**src/rtl/otp_cipher_ctrl_if.sv**
```systemverilog
// Handshake bundle for otp_cipher_ctrl: two requesters, pad source,
// cipher drive/return, result port and status.
interface otp_cipher_ctrl_if #(
  parameter int BITS  = 64,
  parameter int CNT_W = 16
);
  logic              req0_valid;
  logic [BITS-1:0]   req0_msg;
  logic              req0_ready;
  logic              req1_valid;
  logic [BITS-1:0]   req1_msg;
  logic              req1_ready;
  logic              otp_valid;
  logic [BITS/2-1:0] otp_data;
  logic              otp_ready;
  logic [BITS-1:0]   cip_message;
  logic [BITS/2-1:0] cip_otp;
  logic [BITS-1:0]   cip_result;
  logic [BITS-1:0]   cip_plain;
  logic              out_valid;
  logic [BITS-1:0]   out_data;
  logic              out_id;
  logic              out_err;
  logic              out_ready;
  logic              busy;
  logic [CNT_W-1:0]  msg_count;

  modport slave (
    input  req0_valid, req0_msg,
    input  req1_valid, req1_msg,
    input  otp_valid, otp_data,
    input  cip_result, cip_plain,
    input  out_ready,
    output req0_ready, req1_ready,
    output otp_ready,
    output cip_message, cip_otp,
    output out_valid, out_data,
    output out_id, out_err,
    output busy, msg_count
  );

  modport master (
    output req0_valid, req0_msg,
    output req1_valid, req1_msg,
    output otp_valid, otp_data,
    output cip_result, cip_plain,
    output out_ready,
    input  req0_ready, req1_ready,
    input  otp_ready,
    input  cip_message, cip_otp,
    input  out_valid, out_data,
    input  out_id, out_err,
    input  busy, msg_count
  );
endinterface

```
**src/rtl/otp_cipher_ctrl.sv**
```systemverilog
// Round-robin cipher sharing controller: binds each message to one pad
// word, waits the cipher latency, checks decipher, returns result.
// Ports: clk, rst_n (async low), bus (otp_cipher_ctrl_if.slave).
module otp_cipher_ctrl #(
  parameter int BITS       = 64,
  parameter int CIPHER_LAT = 2,
  parameter int CNT_W      = 16
) (
  input  logic              clk,
  input  logic              rst_n,
  otp_cipher_ctrl_if.slave  bus
);
  localparam int PW = BITS / 2;
  localparam int LW = $clog2(CIPHER_LAT + 1);
  localparam logic [LW-1:0] LAT = LW'(CIPHER_LAT);

  typedef enum logic [1:0] {
    IDLE,
    WAIT,
    DONE
  } state_e;

  state_e           state_q, state_d;
  logic [LW-1:0]    cnt_q, cnt_d;
  logic [BITS-1:0]  cip_msg_q, cip_msg_d;
  logic [PW-1:0]    cip_otp_q, cip_otp_d;
  logic [BITS-1:0]  out_data_q, out_data_d;
  logic             out_id_q, out_id_d;
  logic             out_err_q, out_err_d;
  logic             out_valid_q, out_valid_d;
  logic             busy_q, busy_d;
  logic             last_id_q, last_id_d;
  logic [CNT_W-1:0] msg_count_q, msg_count_d;

  logic pick0, pick1;
  logic rdy0, rdy1, gnt;

  // On a tie the requester not served last wins.
  always_comb begin
    pick0 = bus.req0_valid
          & (~bus.req1_valid | last_id_q);
    pick1 = bus.req1_valid
          & (~bus.req0_valid | ~last_id_q);
    rdy0  = (state_q == IDLE)
          & bus.otp_valid & pick0;
    rdy1  = (state_q == IDLE)
          & bus.otp_valid & pick1;
    gnt   = rdy0 | rdy1;
  end

  assign bus.req0_ready  = rdy0;
  assign bus.req1_ready  = rdy1;
  assign bus.otp_ready   = gnt;
  assign bus.cip_message = cip_msg_q;
  assign bus.cip_otp     = cip_otp_q;
  assign bus.out_valid   = out_valid_q;
  assign bus.out_data    = out_data_q;
  assign bus.out_id      = out_id_q;
  assign bus.out_err     = out_err_q;
  assign bus.busy        = busy_q;
  assign bus.msg_count   = msg_count_q;

  always_comb begin
    state_d     = state_q;
    cnt_d       = cnt_q;
    cip_msg_d   = cip_msg_q;
    cip_otp_d   = cip_otp_q;
    out_data_d  = out_data_q;
    out_id_d    = out_id_q;
    out_err_d   = out_err_q;
    last_id_d   = last_id_q;
    msg_count_d = msg_count_q;
    unique case (state_q)
      IDLE: begin
        if (gnt) begin
          cip_msg_d = rdy1 ? bus.req1_msg
                           : bus.req0_msg;
          cip_otp_d = bus.otp_data;
          out_id_d  = rdy1;
          last_id_d = rdy1;
          cnt_d     = '0;
          if (msg_count_q != '1)
            msg_count_d = msg_count_q + 1'b1;
          state_d   = WAIT;
        end
      end
      WAIT: begin
        cnt_d = cnt_q + 1'b1;
        if (cnt_q == LAT) begin
          out_data_d = bus.cip_result;
          out_err_d  = bus.cip_plain != cip_msg_q;
          state_d    = DONE;
        end
      end
      DONE: begin
        if (bus.out_ready)
          state_d = IDLE;
      end
      default: state_d = IDLE;
    endcase
    busy_d      = state_d != IDLE;
    out_valid_d = state_d == DONE;
  end

  always_ff @(posedge clk or negedge rst_n) begin
    if (!rst_n) begin
      state_q     <= IDLE;
      cnt_q       <= '0;
      cip_msg_q   <= '0;
      cip_otp_q   <= '0;
      out_data_q  <= '0;
      out_id_q    <= 1'b0;
      out_err_q   <= 1'b0;
      out_valid_q <= 1'b0;
      busy_q      <= 1'b0;
      last_id_q   <= 1'b1;
      msg_count_q <= '0;
    end else begin
      state_q     <= state_d;
      cnt_q       <= cnt_d;
      cip_msg_q   <= cip_msg_d;
      cip_otp_q   <= cip_otp_d;
      out_data_q  <= out_data_d;
      out_id_q    <= out_id_d;
      out_err_q   <= out_err_d;
      out_valid_q <= out_valid_d;
      busy_q      <= busy_d;
      last_id_q   <= last_id_d;
      msg_count_q <= msg_count_d;
    end
  end
endmodule

```
**src/flat_wrapper.sv**
```systemverilog
// flat-port wrapper written by rule: the top's interface ports become plain ports
module otp_cipher_ctrl_flat 
#(
  parameter int BITS       = 64,
  parameter int CIPHER_LAT = 2,
  parameter int CNT_W      = 16
)
  (clk, rst_n, bus_req0_valid, bus_req0_msg, bus_req1_valid, bus_req1_msg, bus_otp_valid, bus_otp_data, bus_cip_result, bus_cip_plain, bus_out_ready, bus_req0_ready, bus_req1_ready, bus_otp_ready, bus_cip_message, bus_cip_otp, bus_out_valid, bus_out_data, bus_out_id, bus_out_err, bus_busy, bus_msg_count);
  otp_cipher_ctrl_if #(.BITS(BITS), .CNT_W(CNT_W)) bus_i ();
  input  logic clk;
  input  logic rst_n;
  input wire logic [$bits(bus_i.req0_valid)-1:0] bus_req0_valid;
  input wire logic [$bits(bus_i.req0_msg)-1:0] bus_req0_msg;
  input wire logic [$bits(bus_i.req1_valid)-1:0] bus_req1_valid;
  input wire logic [$bits(bus_i.req1_msg)-1:0] bus_req1_msg;
  input wire logic [$bits(bus_i.otp_valid)-1:0] bus_otp_valid;
  input wire logic [$bits(bus_i.otp_data)-1:0] bus_otp_data;
  input wire logic [$bits(bus_i.cip_result)-1:0] bus_cip_result;
  input wire logic [$bits(bus_i.cip_plain)-1:0] bus_cip_plain;
  input wire logic [$bits(bus_i.out_ready)-1:0] bus_out_ready;
  output wire logic [$bits(bus_i.req0_ready)-1:0] bus_req0_ready;
  output wire logic [$bits(bus_i.req1_ready)-1:0] bus_req1_ready;
  output wire logic [$bits(bus_i.otp_ready)-1:0] bus_otp_ready;
  output wire logic [$bits(bus_i.cip_message)-1:0] bus_cip_message;
  output wire logic [$bits(bus_i.cip_otp)-1:0] bus_cip_otp;
  output wire logic [$bits(bus_i.out_valid)-1:0] bus_out_valid;
  output wire logic [$bits(bus_i.out_data)-1:0] bus_out_data;
  output wire logic [$bits(bus_i.out_id)-1:0] bus_out_id;
  output wire logic [$bits(bus_i.out_err)-1:0] bus_out_err;
  output wire logic [$bits(bus_i.busy)-1:0] bus_busy;
  output wire logic [$bits(bus_i.msg_count)-1:0] bus_msg_count;
  assign bus_i.req0_valid = bus_req0_valid;
  assign bus_i.req0_msg = bus_req0_msg;
  assign bus_i.req1_valid = bus_req1_valid;
  assign bus_i.req1_msg = bus_req1_msg;
  assign bus_i.otp_valid = bus_otp_valid;
  assign bus_i.otp_data = bus_otp_data;
  assign bus_i.cip_result = bus_cip_result;
  assign bus_i.cip_plain = bus_cip_plain;
  assign bus_i.out_ready = bus_out_ready;
  assign bus_req0_ready = bus_i.req0_ready;
  assign bus_req1_ready = bus_i.req1_ready;
  assign bus_otp_ready = bus_i.otp_ready;
  assign bus_cip_message = bus_i.cip_message;
  assign bus_cip_otp = bus_i.cip_otp;
  assign bus_out_valid = bus_i.out_valid;
  assign bus_out_data = bus_i.out_data;
  assign bus_out_id = bus_i.out_id;
  assign bus_out_err = bus_i.out_err;
  assign bus_busy = bus_i.busy;
  assign bus_msg_count = bus_i.msg_count;
  otp_cipher_ctrl #(.BITS(BITS), .CIPHER_LAT(CIPHER_LAT), .CNT_W(CNT_W)) u_core (.clk(clk), .rst_n(rst_n), .bus(bus_i));
endmodule
```
**config.mk**
```make
export PLATFORM = sky130hd
export DESIGN_NAME = otp_cipher_ctrl_flat
export DESIGN_NICKNAME = d
export VERILOG_FILES = /design/src/rtl/otp_cipher_ctrl_if.sv /design/src/rtl/otp_cipher_ctrl.sv /design/src/flat_wrapper.sv
export SDC_FILE = /design/constraint.sdc
export NUM_CORES = 1
export LEC_CHECK = 0
export BUFFER_PORTS_ARGS = -buffer_cell sky130_fd_sc_hd__clkbuf_2
export CAP_MARGIN = 20
export CORE_AREA = 2 2 185 187
export DETAILED_ROUTE_END_ITERATION = 8
export DIE_AREA = 0 0 187 189
export GPL_ROUTABILITY_DRIVEN = 0
export GPL_TIMING_DRIVEN = 0
export PLACE_DENSITY = 0.48
export SLEW_MARGIN = 20
export SYNTH_ARGS = -nofsm -noshare
export SYNTH_HDL_FRONTEND = slang
export SYNTH_SLANG_ARGS = --single-unit
```
**constraint.sdc**
```tcl
create_clock -name clk -period 4.24 [get_ports clk]
set_clock_uncertainty 0.2 [all_clocks]
set_input_delay 0.424 -clock clk [delete_from_list [all_inputs] [get_ports clk]]
set_output_delay 0.424 -clock clk [all_outputs]
set_load 0.01 [all_outputs]
```
# Word level (Yosys, flattened, before mapping)
# Cells that the tools add are included.
classes:
  eq_ne: 7
  order_cmp: 0
  n_mul: 0
  add_sub_neg: 2
  n_bitwise: 11
  n_reduce_logical: 7
  n_mux: 7
  n_shift: 0
  div_mod_pow: 0
op_table:
  columns: ["operator", "n"]
  rows:
  - ["64-bit two-way mux", 1]
  - ["64-bit inequality test", 1]
  - ["16-bit by 1-bit adder with 16-bit output, second input constant", 1]
  - ["16-bit inequality test, second input constant", 1]
  - ["2-bit two-way mux", 4]
  - ["2-bit == test, second input constant", 3]
  - ["2-bit case mux with 3 select lines", 1]
  - ["2-bit AND reduction", 3]
  - ["1-bit bitwise AND", 5]
  - ["2-bit case mux with 2 select lines", 1]
  - ["2-bit nonzero test", 2]
  - ["1-bit NOT", 3]
  - ["1-bit OR", 3]
  - ["3-bit AND reduction", 1]
  - ["2-bit by 1-bit adder with 2-bit output, second input constant", 1]
  - ["2-bit by 1-bit == test with 1-bit output, second input constant", 1]
  - ["2-bit zero test", 1]
  - ["2-bit inequality test, second input constant", 1]
word_totals:
  rom_bits: 0
  input_bits: 294
  output_inout_bits: 183
  n_memories: 0
  reg_bits: 185
  latch_bits: 0
  ramBits: 0

# Logic depth before layout (Yosys ltp)
# Gate-level depths: netlist (run 1).
logic_depth:
  word_depth: 8
  mapped_depth: 7
  depth_no_buf: 7

# Worst setup path after synthesis (run 1)
# OpenSTA, ideal clock, no wires.
synth_path:
  path_kind: "register to register"
  from: "reg u_core.msg_count_q[0] (netlist: u_core.bus.msg_count[0])"
  to: "reg u_core.msg_count_q[13] (netlist: u_core.bus.msg_count[13])"
  setup_ns: 0.126
  n_path_buf: 1
  synth_period_minus_slack_ns: 2.155
  stages_incl_launch_ff: 8
  slack_ns: 2.085
  arrival_time_ns: 1.829
  required_ns: 3.914
  path_cell_list: "dfrtp_1 -> ha_1 -> and2_1 -> and4_1 -> buf_6 -> a2111oi_4 -> nand4_1 -> xnor2_1"
synth_between:
  elab_chain_len: 2
  word_cells_on_any_way: 3
  classes_between: "add/sub (1); eq/ne (1); reduce/logical (1)"
synth_rtl:
  columns: ["element", "line", "text"]
  rows:
  - ["start: declaration", "otp_cipher_ctrl.sv:33", "logic [CNT_W-1:0] msg_count_q, msg_count_d;"]
  - ["start signal: assignment", "otp_cipher_ctrl.sv:129", "msg_count_q <= msg_count_d;"]
  - ["parallel branches: the longest is 2 deep, another holds 16-bit by 1-bit adder with 16-bit output", null, null]
# Several ways; the timed one is not identified.
# A chain may end at the register's enable or synchronous reset.

# Worst setup path in the final report (run 1)
layout_path:
  from: "reg u_core.state_q[1]"
  to: "out bus_req1_ready"
layout_between:
  elab_chain_len: 3
layout_rtl:
  columns: ["element", "line", "text"]
  rows:
  - ["start: declaration", "otp_cipher_ctrl.sv:23", "state_e state_q, state_d;"]
  - ["start signal: assignment", "otp_cipher_ctrl.sv:119", "state_q <= state_d;"]
  - ["2-bit zero test", "otp_cipher_ctrl.sv:46", "rdy1 = (state_q == IDLE)"]
  - ["1-bit bitwise AND (2 in series)", "otp_cipher_ctrl.sv:47", "& bus.otp_valid & pick1;"]
  - ["end: declaration", "flat_wrapper.sv:22", "output wire logic [$bits(bus_i.req1_ready)-1:0] bus_req1_ready;"]
# No other way between the ends.

==> flow_summary_export.csv, run 1 <==
group,metric,value,unit
sta,setup_tns,0,ns
floorplanning,die_x,187,um
global_route,antenna_found_initial,5,
hold_path,min_path_type,"input port to register",
synth,synthesis.yosys.warnings,0,
global_route,grt_overflow_total,0,
cells_and_area,drive_gt1_share,40.4,%
placed_design,placedCellCount,1728,
critical_path,rrSetupSlack,1.59,ns
critical_path,slowest_delay,0.42,ns
power_and_ir_drop,peakVddDrop,0.284,mV
floorplanning,initial_core_util,24.7,%
sta,final-hold-violation-count,0,
detailed_routing,wl_per_cell,18.7,um
cells_and_area,final_common_cell,"clkbuf_2",
outcome,status,"finished clean",
synth,syn-cell-area,8210,um2
clocking,post_cts_buffers,0,
sta,rsz0062_at_grt,"no",
global_route,gr-usage-met2,35.0,%
cells_and_area,area_growth_syn_to_layout,54.9,%
global_route,grt_max_degree,82,
clocking,clk_pin_slew,0.08,ns
critical_path,crit_type,"register to output port",
synth,syn_avg_cell_area,10.2,um2
critical_path,end_kind,"output port",
sta,holdWs,0.0248,ns
sta,finalMaxSlewViolations,0,
cells_and_area,nets,1686,
cells_and_area,finish.utilization,38.2,%
synth,synth-edff-count,0,
power_and_ir_drop,total_power,8.43,mW
detailed_routing,dr.pass1.iters,4,
sta,fmax,316,MHz
critical_path,cp_common_cell,"clkbuf_1",
floorplanning,core_area,33300,um2
global_route,grt_util_all_layers,19.4,%
critical_path,critical_path_required,3.62,ns
floorplanning,die_area,35300,um2
global_route,met3_usage,5.13,%
detailed_routing,antenna_left,0,
detailed_routing,vias_per_cell,4.35,
synth,yosys_most_used_dff,"dfrtp_1",
clocking,clkLatencyLatePin,0.42,ns
sta,worstMarginPinSlew,0.755,ns
global_route,grt_use_met1,22.3,%
critical_path,crit_chain,"nor3b_2, nand3_1, clkbuf_1, clkbuf_1, inv_2, clkbuf_2",
synth,async_flop_share,100,%
global_route,grt_first_pass_wirelength,51.5,mm
floorplanning,fp-row-count,67,
placed_design,portBuffers,476,
clocking,cts_max_path_buffers,2,
floorplanning,die_y,189,um
clocking,cts_buffers,17,
cells_and_area,final_cell_mix,"clkbuf_2, nand2_1, dfrtp_1",
critical_path,cp-start-kind,"register",
flow_run,maxCapViolCount,0,
global_route,busiest_layer,"met2",
sta,setup_viol,0,
detailed_routing,drtIter0Drc,318,
detailed_routing,routed-via-count,8059,
critical_path,reg2reg_depth,6,
detailed_routing,drt-total-wl,34.6,mm
sta,fin_crit,3.16,ns
power_and_ir_drop,power_density,663,nW/um2
clocking,htreeDepth,4,
hold_path,min_path_cells,3,
floorplanning,ios,477,
cells_and_area,fin_cells,1853,
detailed_routing,drt_drc_violations_left,0,
synth,ys_types,35,
clocking,clock-sinks,185,
critical_path,critPathMaxFanout,10,
clocking,cts_tree,"built",
synth,ys_seq_area_share,56.4,%
placed_design,dpl.hpwl,27.1,mm
clocking,cts-resized-gates,0,
clocking,root_buffer,"clkbuf_16",
global_route,grt_pass1_vias,8339,
clocking,cts-hold-fix-buffers,91,
synth,syn_inst,802,
critical_path,cp.arrival,2.54,ns
synth,synth_fp_nets,1098,
power_and_ir_drop,leakagePower,6.47,nW
critical_path,slowest_stage,"dfrtp_1",
sta,slew_headroom,49.6,%
sta,layout_worst_path_cycle_share,74.6,%
synth,ys_seq_elements,185,
[power breakdown]
part / switching [mW] / internal [mW] / leakage (nW)
combinational: 1.87 / 1.55 / 3.98
clock: 0.812 / 0.838 / 0.287
sequential: 0.747 / 2.62 / 2.21
[cell usage after synthesis (2+ instances only)]
cell type	instances	area, um2
and3_1	2	12.5
and4_4	2	22.5
xnor2_1	38	333
nor3_1	2	10.0
ha_1	2	25.0
inv_2	3	11.3
and2_1	2	12.5
nand2_1	235	882
nand3_1	13	65.1
nand2b_1	2	12.5
dfrtp_1	184	4600
inv_1	2	7.51
o21ai_1	4	20.0
buf_1	7	26.3
nor2_1	65	244
and4_1	2	17.5
mux2_2	37	417
mux2_1	28	315
a21oi_1	2	10.0
nand4_1	11	68.8
xor2_1	40	350
a31oi_1	64	400
buf_2	10	50.1
clkbuf_1	25	93.8
nor4_1	10	62.6
[logic make-up after synthesis]
logic type | share of synthesized area [%]
AO/OA/AOI/OAI | 5.97
XOR/XNOR | 8.32
adder cells (fa/ha/maj) | 0.305
buffers and inverters | 2.44
flip-flops | 56.4
multiplexers | 8.92
AND/OR/NAND/NOR | 17.6
[registers in the layout (all words and copies together) (netlist names)]
name                    flops
u_core.bus.out_valid        1
u_core.bus.out_data        64
u_core.bus.busy             1
u_core.cnt_q                2
u_core.bus.cip_otp         32
u_core.last_id_q            1
u_core.state_q              2
u_core.bus.out_err          1
u_core.bus.cip_message     64
u_core.bus.msg_count       16
u_core.bus.out_id           1
[layout make-up]
class / instances / area (um2)
timing repair buffer: 569 / 3360
clock inverter: 15 / 159
clock buffer: 17 / 425
inverter: 5 / 18.8
tap: 448 / 561
sequential: 185 / 4630
fill: 3440 / 20600
buffer: 43 / 181
multi-input combinational: 569 / 3380
antenna: 2 / 5.00
[worst paths after layout]
path,startpoint,end
max,u_core.state_q[1]$_DFF_PN0_,bus_req1_ready
min,bus_req0_msg[22],u_core.bus.cip_message[22]$_DFFE_PN0P_
max reg2reg,u_core.cnt_q[0]$_DFFE_PN0P_,u_core.bus.out_data[34]$_DFFE_PN0P_
min reg2reg,u_core.bus.cip_otp[8]$_DFFE_PN0P_,u_core.bus.cip_otp[8]$_DFFE_PN0P_
max in group asynchronous,rst_n,u_core.bus.cip_message[7]$_DFFE_PN0P_
min in group asynchronous,rst_n,u_core.bus.cip_otp[13]$_DFFE_PN0P_
[critical path, delay by kind of cell, from the launching register on]
kind / cells / cell delay, ns
buffers and inverters: 4 / 0.97
flip-flops: 1 / 0.42
AND/OR/NAND/NOR: 2 / 0.73
[through the flow]
step	worst slack, ns	cell area, um2
final	1.08	12700
after global routing	0.819	12700
after CTS	0.881	12700
after detailed placement	1.30	11200
after global placement	-1.34	11200
after floorplan	2.09	8210
[routing by layer]
layer	vias to the layer above	part of all wire, %
met2	358	51
li1	3851	-
met4	6	2.6
met1	3806	39
met3	38	7.2
met5	-	0.12
Note: power is estimated with default switching activity, not from simulation.
==> run 2, diff against run 1 <==
--- a/config.mk
+++ b/config.mk
@@ -7,12 +7,12 @@
 export LEC_CHECK = 0
 export BUFFER_PORTS_ARGS = -buffer_cell sky130_fd_sc_hd__clkbuf_2
 export CAP_MARGIN = 20
-export CORE_AREA = 2 2 185 187
+export CORE_AREA = 2 2 187 189
 export DETAILED_ROUTE_END_ITERATION = 8
-export DIE_AREA = 0 0 187 189
+export DIE_AREA = 0 0 189 191
 export GPL_ROUTABILITY_DRIVEN = 0
 export GPL_TIMING_DRIVEN = 0
-export PLACE_DENSITY = 0.48
+export PLACE_DENSITY = 0.47
 export SLEW_MARGIN = 20
 export SYNTH_ARGS = -nofsm -noshare
 export SYNTH_HDL_FRONTEND = slang
==> constraint.sdc (replaced) <==
create_clock -name clk -period 3.12 [get_ports clk]
set_clock_uncertainty 0.2 [all_clocks]
set_input_delay 0.312 -clock clk [delete_from_list [all_inputs] [get_ports clk]]
set_output_delay 0.312 -clock clk [all_outputs]
set_load 0.01 [all_outputs]
==> run 2 against run 1 <==
Sequential share of layout area fell by 3.5 points. Via count is 6.7% higher. Setup slack got worse by 0.83 ns. Final area rose by 11%. Worst hold slack improved by 0.0041 ns. Total power grew 45%. Cell count rose by 7.4%. Highest routed layer is now met4.
==> flow_summary_export.csv, run 2 (synthesized netlist as in run 1, its figures left out) <==
group,metric,value,unit
critical_path,crit_family,"buffers and inverters",
critical_path,critPathMaxFanout,10,
sta,slew_headroom,39.4,%
global_route,antenna_found_initial,0,
hold_path,min_path_type,"input port to register",
detailed_routing,antenna_left,0,
floorplanning,fp-row-count,68,
placed_design,placed_area,11200,um2
cells_and_area,final_cell_mix,"clkbuf_2, nand2_1, dlygate4sd3_1",
sta,setup_viol,0,
clocking,cts_tree,"built",
sta,fmax,348,MHz
sta,holdWs,0.0289,ns
outcome,status,"finished clean",
floorplanning,ios,477,
global_route,grt_util_all_layers,19.1,%
critical_path,end_kind,"register",
placed_design,portBuffers,476,
cells_and_area,regArea,4630,um2
power_and_ir_drop,peakVddDrop,0.351,mV
critical_path,cp.arrival,3.00,ns
cells_and_area,final_cell_area,14100,um2
placed_design,dpl.hpwl,26.8,mm
detailed_routing,dr.pass1.iters,5,
clocking,cts_max_path_buffers,2,
critical_path,cp-start-kind,"register",
global_route,grt_first_pass_wirelength,51.7,mm
sta,finalMaxSlewViolations,0,
cells_and_area,antennaDiodeCount,0,
cells_and_area,drive_gt1_share,37.2,%
critical_path,cp.buffers_inverters,3,
placed_design,placedCellCount,1735,
sta,rsz0062_at_grt,"no",
global_route,grt_max_degree,71,
floorplanning,initial_core_util,24.1,%
cells_and_area,finish.utilization,41.3,%
clocking,clock-sinks,185,
cells_and_area,final_common_cell,"clkbuf_2",
detailed_routing,drt-total-wl,35.4,mm
power_and_ir_drop,p_clk_share,18.7,%
clocking,root_buffer,"clkbuf_16",
detailed_routing,drtIter0Drc,270,
sta,worstMarginPinSlew,0.909,ns
sta,final-hold-violation-count,0,
power_and_ir_drop,power_density,871,nW/um2
critical_path,crit_type,"register to register",
power_and_ir_drop,leakagePower,7.05,nW
detailed_routing,drt_drc_violations_left,0,
critical_path,slowest_delay,0.58,ns
placed_design,dp_slack,0.467,ns
cells_and_area,area_growth_syn_to_layout,71.6,%
flow_run,maxCapViolCount,0,
cells_and_area,multi_input_area,3380,um2
floorplanning,die_y,191,um
sta,fin_ws,0.247,ns
power_and_ir_drop,power_switching,4.81,mW
clocking,clk_pin_slew,0.08,ns
critical_path,slowest_stage,"dlygate4sd3_1",
power_and_ir_drop,seqPwrFrac,37.1,%
clocking,post_cts_buffers,0,
power_and_ir_drop,intPower,7.46,mW
critical_path,critical_path_required,3.25,ns
cells_and_area,final.fill_count,3444,
detailed_routing,wl_per_cell,17.8,um
clocking,htreeDepth,4,
cells_and_area,fin_cells,1991,
floorplanning,core_area,34100,um2
floorplanning,die_x,189,um
sta,fin_crit,2.87,ns
detailed_routing,vias_per_cell,4.32,
power_and_ir_drop,switching_share,39.2,%
clocking,cts_buffers,17,
sta,layout_worst_path_cycle_share,92.1,%
global_route,grt_pass1_vias,8636,
detailed_routing,routed-via-count,8600,
global_route,grt_overflow_total,0,
floorplanning,die_area,36100,um2
power_and_ir_drop,p_comb_share,44.2,%
critical_path,crit_chain,"nor3b_2, nand3_1, clkbuf_2, buf_1, nor2_1, a31oi_1, dlygate4sd3_1",
clocking,clkLatencyLatePin,0.43,ns
cells_and_area,nets,1819,
run 2: changes by cell type in the layout (fill, tap and decap cells not counted), sizes merged, moves of 2 or more:
| cell | change |
|---|---|
| dlygate4sd3 | +134 |
| buf | -3 |
| clkinv | -2 |
| diode | -2 |
| clkbuf | +4 |
run 2: worst paths after layout:
path	end	start	cells past startpoint	slack, ns
worst max-delay path	u_core.bus.cip_message[54]$_DFFE_PN0P_	u_core.state_q[1]$_DFF_PN0_	7	0.25
worst min-delay path	u_core.state_q[1]$_DFF_PN0_	bus_out_ready	4	0.03
worst max register to register	u_core.bus.cip_message[54]$_DFFE_PN0P_	u_core.state_q[1]$_DFF_PN0_	7	0.25
worst min register to register	u_core.last_id_q$_DFFE_PN1P_	u_core.last_id_q$_DFFE_PN1P_	2	0.28
max in group asynchronous	u_core.bus.cip_message[22]$_DFFE_PN0P_	rst_n	3	1.77
min in group asynchronous	u_core.bus.cip_message[0]$_DFFE_PN0P_	rst_n	2	0.20
run 2: worst register-to-register path: stages (launching register included):
cell and delay (ns):
dfrtp_1 0.42, nor3b_2 0.36, nand3_1 0.33, clkbuf_2 0.31
buf_1 0.29, nor2_1 0.23, a31oi_1 0.06, dlygate4sd3_1 0.58
run 2: layout make-up:
type / instances / share of cell area [%]
Clock buffer: 19 / 3.21
Inverter: 5 / 0.133
Buffer: 42 / 1.31
Sequential cell: 185 / 32.9
Multi-Input combinational cell: 569 / 24.0
Timing Repair Buffer: 703 / 33.3
Tap cell: 455 / 4.04
Clock inverter: 13 / 1.10
run 2: stage by stage:
step / setup TNS (ns) / total power, mW
6_report: 0 / 12.3
5_1_grt: 0 / 13.1
4_1_cts: 0 / 12.4
3_5_place_dp: 0 / 9.25
3_3_place_gp: -430.03 / 9.19
2_1_floorplan: 0 / 6.83
run 2: timing repair:
item,CTS,global route
gates resized for setup,0,7
hold buffers,225,0
endpoints found under the setup margin,0,24
hold endpoints to repair,210,0
run 2: power by group through the flow:
stage          Clock (mW)  Sequential (mW)  Combinational [mW]
2_1_floorplan           0             4.86                1.97
6_report             2.29             4.55                5.42
3_3_place_gp            0             4.56                4.63
3_5_place_dp            0             4.58                4.67
4_1_cts              2.37             4.55                5.47
5_1_grt              2.47             4.70                5.92
run 2: routing by layer:
layer / track usage, % / share of wire (%) / vias up / wire, um
met2: 33.9 / 51 / 366 / 17900
met3: 4.70 / 7.3 / 23 / 2590
met5: 0 / 0 / - / 0
li1: - / - / 4127 / -
met4: 4.81 / 1.5 / 0 / 517
met1: 23.1 / 41 / 4084 / 14400
==> run 3, diff against run 2 <==
--- a/config.mk
+++ b/config.mk
@@ -5,14 +5,15 @@
 export SDC_FILE = /design/constraint.sdc
 export NUM_CORES = 1
 export LEC_CHECK = 0
+export ABC_AREA = 1
 export BUFFER_PORTS_ARGS = -buffer_cell sky130_fd_sc_hd__clkbuf_2
 export CAP_MARGIN = 20
-export CORE_AREA = 2 2 187 189
+export CORE_AREA = 2 2 188 190
 export DETAILED_ROUTE_END_ITERATION = 8
-export DIE_AREA = 0 0 189 191
+export DIE_AREA = 0 0 190 192
 export GPL_ROUTABILITY_DRIVEN = 0
 export GPL_TIMING_DRIVEN = 0
-export PLACE_DENSITY = 0.47
+export PLACE_DENSITY = 0.49
 export SLEW_MARGIN = 20
 export SYNTH_ARGS = -nofsm -noshare
 export SYNTH_HDL_FRONTEND = slang
==> run 3 against run 2 <==
Sequential power decreased by 4%. Cell count increased by 20%. Area after synthesis increased by 9.3%. Clock power about the same. Flip-flop and latch count unchanged. Wire length increased by 9.4%. Final area increased by 5.3%.
==> flow_summary_export.csv, run 3 <==
group,metric,value,unit
outcome,status,"finished clean",
synth,synth_fa_ha_area_share,0.279,%
critical_path,critical_path_required,3.26,ns
critical_path,end_kind,"register",
synth,syn_avg_cell_area,7.51,um2
power_and_ir_drop,switching_share,41.6,%
synth,yosysMostFrequentCell,"nand2_1",
synth,ys_types,26,
clocking,post_cts_buffers,0,
power_and_ir_drop,power_switching,5.28,mW
cells_and_area,drive_gt1_share,29.3,%
critical_path,cp-endpoint,"u_core.bus.cip_message[56]$_DFFE_PN0P_",
floorplanning,die_x,190,um
sta,rsz0062_at_grt,"no",
clocking,cts-resized-gates,0,
cells_and_area,area_growth_syn_to_layout,65.4,%
global_route,antenna_found_initial,1,
synth,syn-cell-area,8970,um2
power_and_ir_drop,p_clk_share,18.3,%
global_route,grt_pass1_vias,10645,
synth,syn_inst,1195,
critical_path,r2r_end,"u_core.bus.cip_message[56]$_DFFE_PN0P_",
cells_and_area,final_common_cell,"nand2_1",
critical_path,critPathMaxFanout,10,
cells_and_area,nets,2212,
global_route,grt_overflow_total,0,
sta,final-hold-violation-count,0,
clocking,clock-sinks,185,
synth,synth_fp_nets,1491,
sta,fmax,371,MHz
critical_path,crit_type,"register to register",
power_and_ir_drop,peakVddDrop,0.502,mV
detailed_routing,drt_drc_violations_left,0,
hold_path,hold_start,"bus_req1_msg[38]",
detailed_routing,dr.pass1.iters,5,
power_and_ir_drop,leakagePower,8.33,nW
clocking,clkLatencyLatePin,0.45,ns
clocking,cts_buffers,17,
synth,synth-compound-area-share,8.73,%
sta,setup_tns,0,ns
clocking,clk_pin_slew,0.07,ns
synth,synthMuxAreaShare,0,%
placed_design,portBuffers,476,
detailed_routing,drt-total-wl,38.8,mm
global_route,grt_first_pass_wirelength,58.4,mm
detailed_routing,routed-via-count,10251,
clocking,htreeDepth,4,
clocking,cts_tree,"built",
clocking,cts_max_path_buffers,2,
flow_run,maxCapViolCount,0,
floorplanning,fp-row-count,68,
floorplanning,die_area,36500,um2
power_and_ir_drop,p_comb_share,47.3,%
sta,setup_viol,0,
critical_path,reg2reg_depth,8,
synth,synth_top_family_by_area,"simple AND/OR/NAND/NOR gates",
critical_path,worstReg2RegStart,"u_core.last_id_q$_DFFE_PN1P_",
floorplanning,ios,477,
cells_and_area,finish.utilization,43.3,%
critical_path,rrSetupSlack,0.43,ns
synth,synth-edff-count,0,
synth,async_flop_share,100,%
sta,layout_worst_path_cycle_share,86.4,%
synth,yosys_most_used_dff,"dfrtp_1",
detailed_routing,antenna_left,0,
global_route,grt_util_all_layers,21.1,%
hold_path,min_path_type,"input port to register",
detailed_routing,wl_per_cell,16.3,um
floorplanning,core_area,34300,um2
synth,yosysTopAreaCell,"dfrtp_1",
clocking,cts-hold-fix-buffers,224,
critical_path,critPathLaunch,"u_core.last_id_q$_DFFE_PN1P_",
synth,synthesis.yosys.warnings,0,
cells_and_area,final_cell_mix,"nand2_1, clkbuf_2, dlygate4sd3_1",
sta,worstMarginPinSlew,0.723,ns
floorplanning,die_y,192,um
critical_path,cp.arrival,2.83,ns
cells_and_area,final.fill_count,3539,
power_and_ir_drop,seqPwrFrac,34.4,%
sta,slew_headroom,51.8,%
sta,fin_crit,2.69,ns
clocking,root_buffer,"clkbuf_16",
placed_design,dpl.hpwl,28.8,mm
floorplanning,initial_core_util,26.2,%
synth,synth_xor_area_share,2.50,%
detailed_routing,vias_per_cell,4.30,
critical_path,cp-start-kind,"register",
synth,yosys-top-cells-area,"dfrtp_1, nand2_1, nor2_1",
synth,ys_top_cells_by_count,"nand2_1, dfrtp_1, nor2_1",
sta,finalMaxSlewViolations,0,
synth,ys_seq_area_share,51.6,%
synth,synth_simple_gate_area_share,29.7,%
power_and_ir_drop,power_density,856,nW/um2
global_route,grt_max_degree,79,
detailed_routing,drtIter0Drc,394,
synth,ys_seq_elements,185,
power_and_ir_drop,intPower,7.42,mW
synth,netlist.area_leader.share,51.3,%
## run 3: cell types whose count changed in the layout (fill, tap and decap cells not counted), moves of 21 or more
cell     before  now
inv_1         2   98
a21oi_1       2  100
mux2_1       28    0
mux2_2       37    0
a22oi_1       0   29
nor2_1       65  142
xor2_1       40   15
nand2_1     235  535
buf_2         9   30
xnor2_1      38    5
a31oi_1      64    0
## run 3: kinds of logic (layout without fill, tap and decap cells)
logic type | count (synthesis) | after routing
buffers and inverters | 150 | 884
adder cells (fa/ha/maj) | 2 | 2
AND/OR/NAND/NOR | 696 | 696
XOR/XNOR | 23 | 23
flip-flops | 185 | 185
other | 0 | 1
AO/OA/AOI/OAI | 139 | 139
## run 3: critical path, cell delays in order, from the launching register on
cell           delay [ns]
dfstp_2              0.55
a21oi_1              0.07
inv_1                0.09
nor2_4               0.06
nor2_4               0.18
buf_4                0.27
buf_2                0.42
a22oi_1              0.15
dlygate4sd3_1        0.58
## run 3: layout make-up
| class | instances | area, um2 | area share [%] |
|---|---|---|---|
| clock buffers | 17 | 425 | 2.87 |
| repair buffers | 702 | 4690 | 31.6 |
| diodes | 1 | 2.50 | 0.0169 |
| flip-flops and latches | 185 | 4630 | 31.2 |
| inverters | 100 | 375 | 2.53 |
| clock inverters | 15 | 180 | 1.21 |
| well taps | 455 | 569 | 3.84 |
| plain buffers | 50 | 267 | 1.80 |
| multi-input cells | 860 | 3700 | 24.9 |
## run 3: per-stage QoR
step | cell area, um2 | hold WS, ns | worst slack, ns | total power [mW] | std cells
2_1_floorplan | 8970 | -0.184 | 1.30 | 7.11 | 1195
3_3_place_gp | 11900 | 0.258 | -2.44 | 9.52 | 2126
3_5_place_dp | 12000 | 0.0486 | 0.922 | 9.61 | 2128
4_1_cts | 14800 | 0.00403 | 0.407 | 12.8 | 2384
5_1_grt | 14800 | 0.0524 | 0.333 | 13.7 | 2384
6_report | 14800 | 0.0407 | 0.425 | 12.7 | 2385
## run 3: worst min-delay path by stage
| stage | endpoint | depth (start not counted) |
|---|---|---|
| floorplan | u_core.bus.busy$_DFF_PN0_ | 0 |
| global placement | u_core.bus.out_id$_DFFE_PN0P_ | 2 |
| detailed placement | u_core.bus.out_data[43]$_DFFE_PN0P_ | 1 |
| CTS | u_core.bus.cip_message[38]$_DFFE_PN0P_ | 3 |
| global route | u_core.bus.cip_message[38]$_DFFE_PN0P_ | 3 |
| finish | u_core.bus.cip_message[38]$_DFFE_PN0P_ | 3 |
## run 3: power groups by stage
stage | combinational [mW] | sequential, mW | clock [mW]
2_1_floorplan | 2.34 | 4.77 | 0
3_5_place_dp | 5.22 | 4.39 | 0
5_1_grt | 6.73 | 4.53 | 2.49
4_1_cts | 6.06 | 4.38 | 2.40
3_3_place_gp | 5.16 | 4.36 | 0
6_report | 6.01 | 4.37 | 2.32
## run 3: layer usage
| layer | track usage [%] | wire length, um | part of all wire, % | vias to the layer above |
|---|---|---|---|---|
| li1 | - | - | - | 5105 |
| met1 | 23.9 | 15700 | 40 | 4713 |
| met2 | 37.9 | 19500 | 50 | 379 |
| met3 | 5.61 | 2660 | 6.9 | 54 |
| met4 | 7.96 | 986 | 2.5 | 0 |
| met5 | 0 | 0 | 0 | - |
